### config.mk
export PLATFORM = sky130hd
export DESIGN_NAME = switch_out_scheduler
export DESIGN_NICKNAME = d
export VERILOG_FILES = /design/src/rtl/switch_pkg.sv /design/src/rtl/switch_out_scheduler_rr_arb4.sv /design/src/rtl/switch_out_scheduler.sv
export SDC_FILE = /design/constraint.sdc
export NUM_CORES = 1
export LEC_CHECK = 0
export CAP_MARGIN = 20
export CORE_MARGIN = 3
export CORE_UTILIZATION = 55
export CTS_BUF_LIST = sky130_fd_sc_hd__clkbuf_2
export DETAILED_ROUTE_END_ITERATION = 16
export PLACE_DENSITY = 0.81
export SLEW_MARGIN = 20
export SYNTH_ARGS = -nofsm -noshare
export SYNTH_HDL_FRONTEND = slang
export SYNTH_SLANG_ARGS = --single-unit
### constraint.sdc
create_clock -name clk -period 11.8 [get_ports clk]
set_input_delay 1.77 -clock clk [delete_from_list [all_inputs] [get_ports clk]]
set_output_delay 1.77 -clock clk [all_outputs]
set_load 0.01 [all_outputs]
### src/rtl/switch_pkg.sv
// Shared types and helpers for the 4-port switch datapath.
package switch_pkg;

  localparam int unsigned NUM_PORTS = 4;

  typedef logic [NUM_PORTS-1:0] port_mask_t;
  typedef logic [1:0]           port_idx_t;

  // Index of the set bit of a one-hot mask; the highest set bit wins if several are set.
  function automatic port_idx_t onehot_to_idx(input port_mask_t m);
    port_idx_t idx;
    idx = '0;
    for (int unsigned b = 0; b < NUM_PORTS; b++) begin
      if (m[b]) idx = port_idx_t'(b);
    end
    return idx;
  endfunction

endpackage

### src/rtl/switch_out_scheduler_rr_arb4.sv
// Four-request round-robin arbiter; the pointer advances past the winner on every grant.
module rr_arb4
  import switch_pkg::*;
(
  input  logic       clk,
  input  logic       rst,
  input  port_mask_t req_i,
  input  logic       en_i,
  output port_mask_t gnt_o
);

  port_idx_t rr_q, rr_d;
  port_idx_t idx;

  always_comb begin
    gnt_o = '0;
    idx   = '0;
    if (en_i) begin
      for (int unsigned k = 0; k < NUM_PORTS; k++) begin
        idx = rr_q + port_idx_t'(k);
        if (req_i[idx] && (gnt_o == '0)) gnt_o[idx] = 1'b1;
      end
    end
    rr_d = rr_q;
    if (gnt_o != '0) rr_d = onehot_to_idx(gnt_o) + 2'd1;
  end

  always_ff @(posedge clk or posedge rst) begin
    if (rst) rr_q <= '0;
    else     rr_q <= rr_d;
  end

endmodule

### src/rtl/switch_out_scheduler.sv
// Per-output round-robin scheduler with multicast tracking; pops a head once every
// remaining destination is served in the current cycle.
module switch_out_scheduler
  import switch_pkg::*;
(
  input  logic                         clk,
  input  logic                         rst,
  input  logic       [NUM_PORTS-1:0]   head_valid_i,
  input  port_mask_t [NUM_PORTS-1:0]   head_target_i,
  input  logic       [NUM_PORTS-1:0]   out_ready_i,
  input  logic       [NUM_PORTS-1:0]   port_en_i,
  output port_mask_t [NUM_PORTS-1:0]   grant_o,
  output logic       [NUM_PORTS-1:0]   pop_o,
  output logic       [NUM_PORTS-1:0]   drop_o
);

  port_mask_t [NUM_PORTS-1:0] served_q, served_d;
  port_mask_t [NUM_PORTS-1:0] pend;
  port_mask_t [NUM_PORTS-1:0] req_out;
  port_mask_t [NUM_PORTS-1:0] gnt_out;
  port_mask_t [NUM_PORTS-1:0] gnt_in;

  always_comb begin
    for (int unsigned i = 0; i < NUM_PORTS; i++) begin
      pend[i] = '0;
      if (head_valid_i[i])
        pend[i] = head_target_i[i] & ~served_q[i] & port_en_i & ~(port_mask_t'(1) << i);
    end
  end

  // Requests are indexed per output, grants per input: the two transposes below.
  always_comb begin
    for (int unsigned j = 0; j < NUM_PORTS; j++)
      for (int unsigned i = 0; i < NUM_PORTS; i++)
        req_out[j][i] = pend[i][j];
  end

  for (genvar j = 0; j < NUM_PORTS; j++) begin : g_arb
    rr_arb4 u_arb (
      .clk   (clk),
      .rst   (rst),
      .req_i (req_out[j]),
      .en_i  (out_ready_i[j] & ~rst),
      .gnt_o (gnt_out[j])
    );
  end

  always_comb begin
    for (int unsigned i = 0; i < NUM_PORTS; i++)
      for (int unsigned j = 0; j < NUM_PORTS; j++)
        gnt_in[i][j] = gnt_out[j][i];
  end

  always_comb begin
    for (int unsigned i = 0; i < NUM_PORTS; i++) begin
      pop_o[i]    = ~rst & head_valid_i[i] & ((pend[i] & ~gnt_in[i]) == '0);
      drop_o[i]   = pop_o[i] & (pend[i] == '0) & (served_q[i] == '0);
      served_d[i] = served_q[i] | gnt_in[i];
      if (!head_valid_i[i] || pop_o[i]) served_d[i] = '0;
    end
  end

  assign grant_o = gnt_out;

  always_ff @(posedge clk or posedge rst) begin
    if (rst) served_q <= '0;
    else     served_q <= served_d;
  end

endmodule

# Word-level counts from Yosys, hierarchy flattened
# Cells that the tools add are included.
totals:
  input_bits: 30
  wordCells: 297
  register_bits: 24
  output_inout_bits: 24
classes:
  bitwise_logic: 57
  n_mux: 120
  order_cmp: 32
  reduce_logical: 64
  addsub: 16
op_table:
  columns: ["cell", "count"]
  rows:
  - ["2-to-1 mux 4 bit", 39]
  - ["zero test 4 bit", 24]
  - ["bitwise OR 4 bit", 16]
  - ["< comparator 2 x 3 -> 1 bit (second input constant)", 16]
  - ["bitwise AND 4 bit", 9]
  - ["2-to-1 mux 1 bit", 36]
  - ["binary-select mux 1 bit (select 2 bit)", 16]
  - ["demux 1 bit (select 2 bit)", 16]
  - ["greater-or-equal comparator 2 x 1 -> 1 bit (second input constant)", 16]
  - ["logical AND 1 bit", 28]
  - ["NOT 4 bit", 7]
  - ["2-to-1 mux 2 bit", 12]
  - ["bitwise AND 1 bit", 20]
  - ["adder 2 x 1 -> 2 bit (second input constant)", 8]
  - ["adder 2 bit (second input constant)", 8]
  - ["nonzero test 4 bit", 4]
  - ["bitwise AND 3 bit", 2]
  - ["bitwise AND 3 x 4 -> 4 bit", 1]
  - ["zero test 1 bit", 4]
  - ["logical OR 1 bit", 4]
  - ["2-to-1 mux 3 bit", 1]
  - ["NOT 3 bit", 1]
  - ["NOT 1 bit", 1]

# Logic depth before layout (Yosys ltp)
logic_depth:
  depth_word: 26
  depth_mapped: 14
  mapped_depth_nobuf: 12

# By module
# From an unflattened synthesis, not the netlist that was laid out.
hier_totals:
  hier_cells: 405
  hier_area_um2: 3549.7
by_module_without_submodules:
  columns: ["module", "area_per_inst_um2", "seq_area_each_um2", "cells_per_inst", "instances"]
  rows:
  - ["rr_arb4 at g_arb[1].u_arb ...", 634.4, 50.0, 78, 2]
  - ["switch_out_scheduler", 1019.7, 400.4, 101, 1]
  - ["rr_arb4 at g_arb[0].u_arb", 660.6, 50.0, 78, 1]
  - ["rr_arb4 at g_arb[3].u_arb", 600.6, 50.0, 70, 1]

# Worst setup path before layout
# No wires, ideal clock.
synth_timing:
  path_type: "in2out"
  startpoint: "in rst"
  endpoint: "out pop_o[3]"
  path_slack_ns: 5.721
  n_path_buf: 1
  cell_stages: 8
  arrival_time_ns: 4.309
  required_ns: 10.030
  cell_sequence: "clkbuf_1 > inv_1 > nand2_1 > or4b_1 > nor2_1 > a21oi_1 > a2111oi_4 > and2_1"
synth_between:
  elab_chain_cells: 7
  word_cells_on_any_way: 14
  classes_between: "mux (4); bitwise (9); reduce/logical (1)"
synth_lines:
  columns: ["item", "line_no", "source"]
  rows:
  - ["start: declaration", "switch_out_scheduler.sv:7", "input logic rst,"]
  - ["NOT 1 bit (*)", "switch_out_scheduler.sv:43, switch_out_scheduler.sv:56", null]
  - ["bitwise AND 1 bit", "switch_out_scheduler.sv:43", ".en_i (out_ready_i[j] & ~rst),"]
  - ["2-to-1 mux 4 bit", "switch_out_scheduler_rr_arb4.sv:18", "if (en_i) begin"]
  - ["NOT 4 bit", "switch_out_scheduler.sv:56", "pop_o[i] = ~rst & head_valid_i[i] & ((pend[i] & ~gnt_in[i]) == '0);"]
  - ["bitwise AND 3 x 4 -> 4 bit", "switch_out_scheduler.sv:56", null]
  - ["zero test 4 bit", "switch_out_scheduler.sv:56", null]
  - ["bitwise AND 1 bit (*)", "switch_out_scheduler.sv:56", null]
  - ["end: declaration", "switch_out_scheduler.sv:13", "output logic [NUM_PORTS-1:0] pop_o,"]
# Mark *: on every way between the ends. The rest lies on a longest branch, timed or not.

# Worst setup path in the final report
layout_timing:
  startpoint: "in head_valid_i[1]"
  endpoint: "out pop_o[1]"
layout_between:
  elab_chain_cells: 21
  word_cells_on_any_way: 81
  classes_between: "mux (49); bitwise (13); reduce/logical (19)"
layout_lines:
  columns: ["item", "line_no", "source"]
  rows:
  - ["start: declaration", "switch_out_scheduler.sv:8", "input logic [NUM_PORTS-1:0] head_valid_i,"]
  - ["2-to-1 mux 4 bit", "switch_out_scheduler.sv:26", "if (head_valid_i[i])"]
  - ["binary-select mux 1 bit (select 2 bit)", "switch_out_scheduler_rr_arb4.sv:21", "if (req_i[idx] && (gnt_o == '0)) gnt_o[idx] = 1'b1;"]
  - ["2-to-1 mux 1 bit (implied by the code)", "switch_out_scheduler_rr_arb4.sv:21", null]
  - ["2-to-1 mux 4 bit", "switch_out_scheduler_rr_arb4.sv:21", null]
  - ["2-to-1 mux 4 bit", "switch_out_scheduler_rr_arb4.sv:18", null]
  - ["zero test 4 bit", "switch_out_scheduler_rr_arb4.sv:21", null]
  - ["logical AND 1 bit", "switch_out_scheduler_rr_arb4.sv:21", null]
  - ["2-to-1 mux 4 bit", "switch_out_scheduler_rr_arb4.sv:21", null]
  - ["[5 not listed]", null, null]
  - ["zero test 4 bit", "switch_out_scheduler_rr_arb4.sv:21", null]
  - ["logical AND 1 bit", "switch_out_scheduler_rr_arb4.sv:21", null]
  - ["2-to-1 mux 4 bit", "switch_out_scheduler_rr_arb4.sv:21", null]
  - ["2-to-1 mux 4 bit", "switch_out_scheduler_rr_arb4.sv:18", null]
  - ["NOT 4 bit", "switch_out_scheduler.sv:56", null]
  - ["bitwise AND 4 bit", "switch_out_scheduler.sv:56", null]
  - ["zero test 4 bit", "switch_out_scheduler.sv:56", null]
  - ["bitwise AND 1 bit (*)", "switch_out_scheduler.sv:56", null]
# Mark *: on every way between the ends. The rest lies on a longest branch, timed or not. The select of a mux whose other input is x is not followed.

==> impl_metrics.tcl <==
set metrics [dict create \
    ctsHoldBuffers 0 \
    die_x_um 87.8 \
    initialDrtViolationCount 380 \
    internal_power_mw 0.332 \
    instances_no_fill 597 \
    place.gp.congestion 0.935 \
    totalPowerFinal_mw 0.738 \
    layout_common_cells "nor2_1, clkdlybuf4s50_1, o21ai_0" \
    cp_slowest_cell "clkdlybuf4s50_1" \
    status "complete, no violations" \
    min_period_over_period_pct 63.7 \
    syn_avg_cell_area_um2 7.58 \
    synthCells 485 \
    io_pins 54 \
    critPathKind "in2out" \
    cts_buffers 3 \
    p_sw_mw 0.406 \
    num_vias 4211 \
    required_ps 10030 \
    path_max_fanout 12 \
    dpl.hpwl_mm 8.51 \
    cts-root-buf "clkbuf_2" \
    layout_commonest_cell "nor2_1" \
    routed_via_density 7.05 \
    clockBufferDepth 2 \
    grtUsageTotal_pct 28.7 \
    ff_latch_area_um2 601 \
    slowest_delay_ps 620 \
    portBuffers 49 \
    final_area_um2 4230 \
    setup_viol 0 \
    cp_cell_sequence "clkdlybuf4s50_1 > and4b_1 > a22oi_2 > nand2_1 > o311ai_0 > nor4b_2 > a32o_1 > o221ai_1 > a21oi_2 > and2_1 > clkdlybuf4s50_1" \
    fin_skew_ps 26.8 \
    fin_util_pct 65.8 \
    grt_pass1_wl_mm 18.1 \
    fin_tns_setup_ps 0 \
    num_rows 29 \
    end_kind "output pin" \
    seqPwrFrac_pct 20.4 \
    syn_nets 546 \
    max_clock_freq_ghz 0.133 \
    num_antenna_cells 0 \
    wl_per_cell_um 18.7 \
    slew_headroom_pct 58.1 \
    syn_to_final_growth_pct 14.9 \
    initial_core_util_pct 57.3 \
    syn_area_um2 3680 \
    synth_cell_types 78 \
    coreArea_um2 6420 \
    synth_edf_count 0 \
    drive_gt1_share_pct 5.77 \
    dpl_cell_area_um2 4180 \
    critical_path.top_delay_family "compound AO/OA/AOI/OAI gates" \
    cap_violations 0 \
    synth_ff_type "dfrtp_1" \
    cp_common_cell "clkdlybuf4s50_1" \
    min_path_type "reg2reg" \
    fillers 543 \
    ir_worst_vdd_v 0.000127 \
    clk_pin_slew_ps 220 \
    postCtsSetupBuffers 0 \
    hold_viol_final 0 \
    clkPwrFrac_pct 7.6 \
    path_buf_inv 2 \
    grt_pass1_vias 3739 \
    leakagePower_nw 1.74 \
    die-height_um 87.8 \
    drt_pass1_iterations 7 \
    p_per_area_nw_per_um2 175 \
    place_inst 593 \
    cts_tree "yes" \
    antenna_found_initial 0 \
    nNetsFinal 582 \
    wirelength_mm 11.1 \
    htreeDepth 1 \
    multiInputGateArea_um2 2900 \
    gr-total-overflow 0 \
    synth_seq_cells 24 \
    final_max_slew_viol_count 0 \
    yosysWarnings 0 \
    min_period_ps 7510 \
    comb_power_share_pct 72.0 \
    swShare_pct 55.0 \
    rsz0062_at_grt "false" \
    crit_path_start_kind "input port" \
    ctsResizeCount 0 \
    worstPathArrival_ps 5740 \
    postRouteAntennaNets 0 \
    yosysSeqAreaShare_pct 16.3 \
    drc 0 \
    die_area_um2 7700 \
    synthArstFlopShare_pct 100 \
    grt_max_degree 29 \
    cts_sinks 24 \
    clkLatencyLatePin_ps 360 \
    worstMarginPinSlew_ps 622 \
]
==> cell usage after synthesis (3+ instances only) <==
| cell type | count | area (um^2) |
|---|---|---|
| nand4_1 | 3 | 18.8 |
| a21o_1 | 4 | 30.0 |
| and2_1 | 7 | 43.8 |
| and4b_1 | 12 | 120 |
| a32o_1 | 6 | 60.1 |
| inv_1 | 23 | 86.3 |
| o21ai_1 | 4 | 20.0 |
| o2bb2ai_1 | 3 | 26.3 |
| and3_1 | 4 | 25.0 |
| a22o_1 | 3 | 26.3 |
| o21a_1 | 7 | 52.6 |
| o211a_1 | 5 | 50.1 |
| nand4b_2 | 3 | 45.0 |
| dfrtp_1 | 24 | 601 |
| a32oi_1 | 3 | 26.3 |
| a211oi_1 | 6 | 45.0 |
| nor4_1 | 9 | 56.3 |
| nand2b_1 | 7 | 43.8 |
| nand4b_1 | 11 | 96.3 |
| mux2i_1 | 3 | 30.0 |
| nand3_1 | 13 | 65.1 |
| nand2_1 | 29 | 109 |
| ha_1 | 31 | 388 |
| a31oi_1 | 12 | 75.1 |
| nor2_1 | 56 | 210 |
| o21ai_0 | 39 | 195 |
| nor2b_1 | 8 | 50.1 |
| o32ai_1 | 4 | 35.0 |
| nor3_1 | 27 | 135 |
| buf_2 | 12 | 60.1 |
| o21bai_1 | 5 | 37.5 |
| or2_2 | 4 | 25.0 |
| a311o_1 | 4 | 40.0 |
| a21oi_1 | 20 | 100 |
| o22ai_1 | 8 | 50.1 |
| o211ai_1 | 6 | 45.0 |
| clkbuf_1 | 5 | 18.8 |
==> tightest hold or removal path, cell delays in order, from the launching register on <==
cell,delay (ps)
dfrtp_1,400
o21ai_0,90
nor2_1,90
==> logic make-up after synthesis <==
logic type,count (synthesis),synth area share (%)
fa+ha+maj,31,10.5
simple gates,205,31.2
buf+inv,43,4.90
mux,3,0.817
compound gates,179,36.2
flops,24,16.3
==> registers in the layout, indices dropped and copies added (netlist names) <==
signal,flops
g_arb.u_arb.rr_q,8
served_q,16
==> final timing paths <==
| check | depth (start not counted) | end | slack [ps] | from |
|---|---|---|---|---|
| worst max-delay path | 11 | pop_o[1] | 4290 | head_valid_i[1] |
| worst min-delay path | 2 | served_q[10] | 600 | served_q[10] |
| worst max register to register | 11 | served_q[6] | 7950 | g_arb[2].u_arb.rr_q[0] |
| worst min register to register | 2 | served_q[10] | 600 | served_q[10] |
| max in group asynchronous | 3 | served_q[12] | 9390 | rst |
| min in group asynchronous | 3 | served_q[1] | 2110 | rst |
==> power by group through the flow <==
stage | Sequential (mW) | Clock, mW | Combinational, mW
2_1_floorplan | 0.123 | 0 | 0.412
3_3_place_gp | 0.148 | 0 | 0.505
5_1_grt | 0.156 | 0.0596 | 0.579
4_1_cts | 0.148 | 0.0560 | 0.517
3_5_place_dp | 0.150 | 0 | 0.514
6_report | 0.151 | 0.0558 | 0.531
==> layout make-up <==
| class | instances | share of cell area [%] |
|---|---|---|
| flip-flops and latches | 24 | 14.2 |
| clock buffers | 3 | 0.355 |
| clock inverters | 1 | 0.710 |
| multi-input cells | 418 | 68.5 |
| repair buffers | 50 | 11.8 |
| well taps | 77 | 2.28 |
| inverters | 24 | 2.13 |
==> layer usage <==
metal  wire [um]  part of all wire [%]  global-route usage [%]  up-vias
met5           0                     0                       0        -
met4         104                  0.93                    5.58        0
met3        1010                   9.0                    4.42       20
met2        5030                    45                    44.9      248
li1            -                     -                       -     1970
met1        5000                    45                    42.0     1973
==> metrics by stage <==
step / setup WS, ps / hold WS, ps
final: 4290 / 597
after global routing: 4000 / 629
after CTS: 4360 / 599
after detailed placement: 4420 / 546
after global placement: 4460 / 524
after floorplan: 5720 / 504
Power figures use the tool's default switching activity.
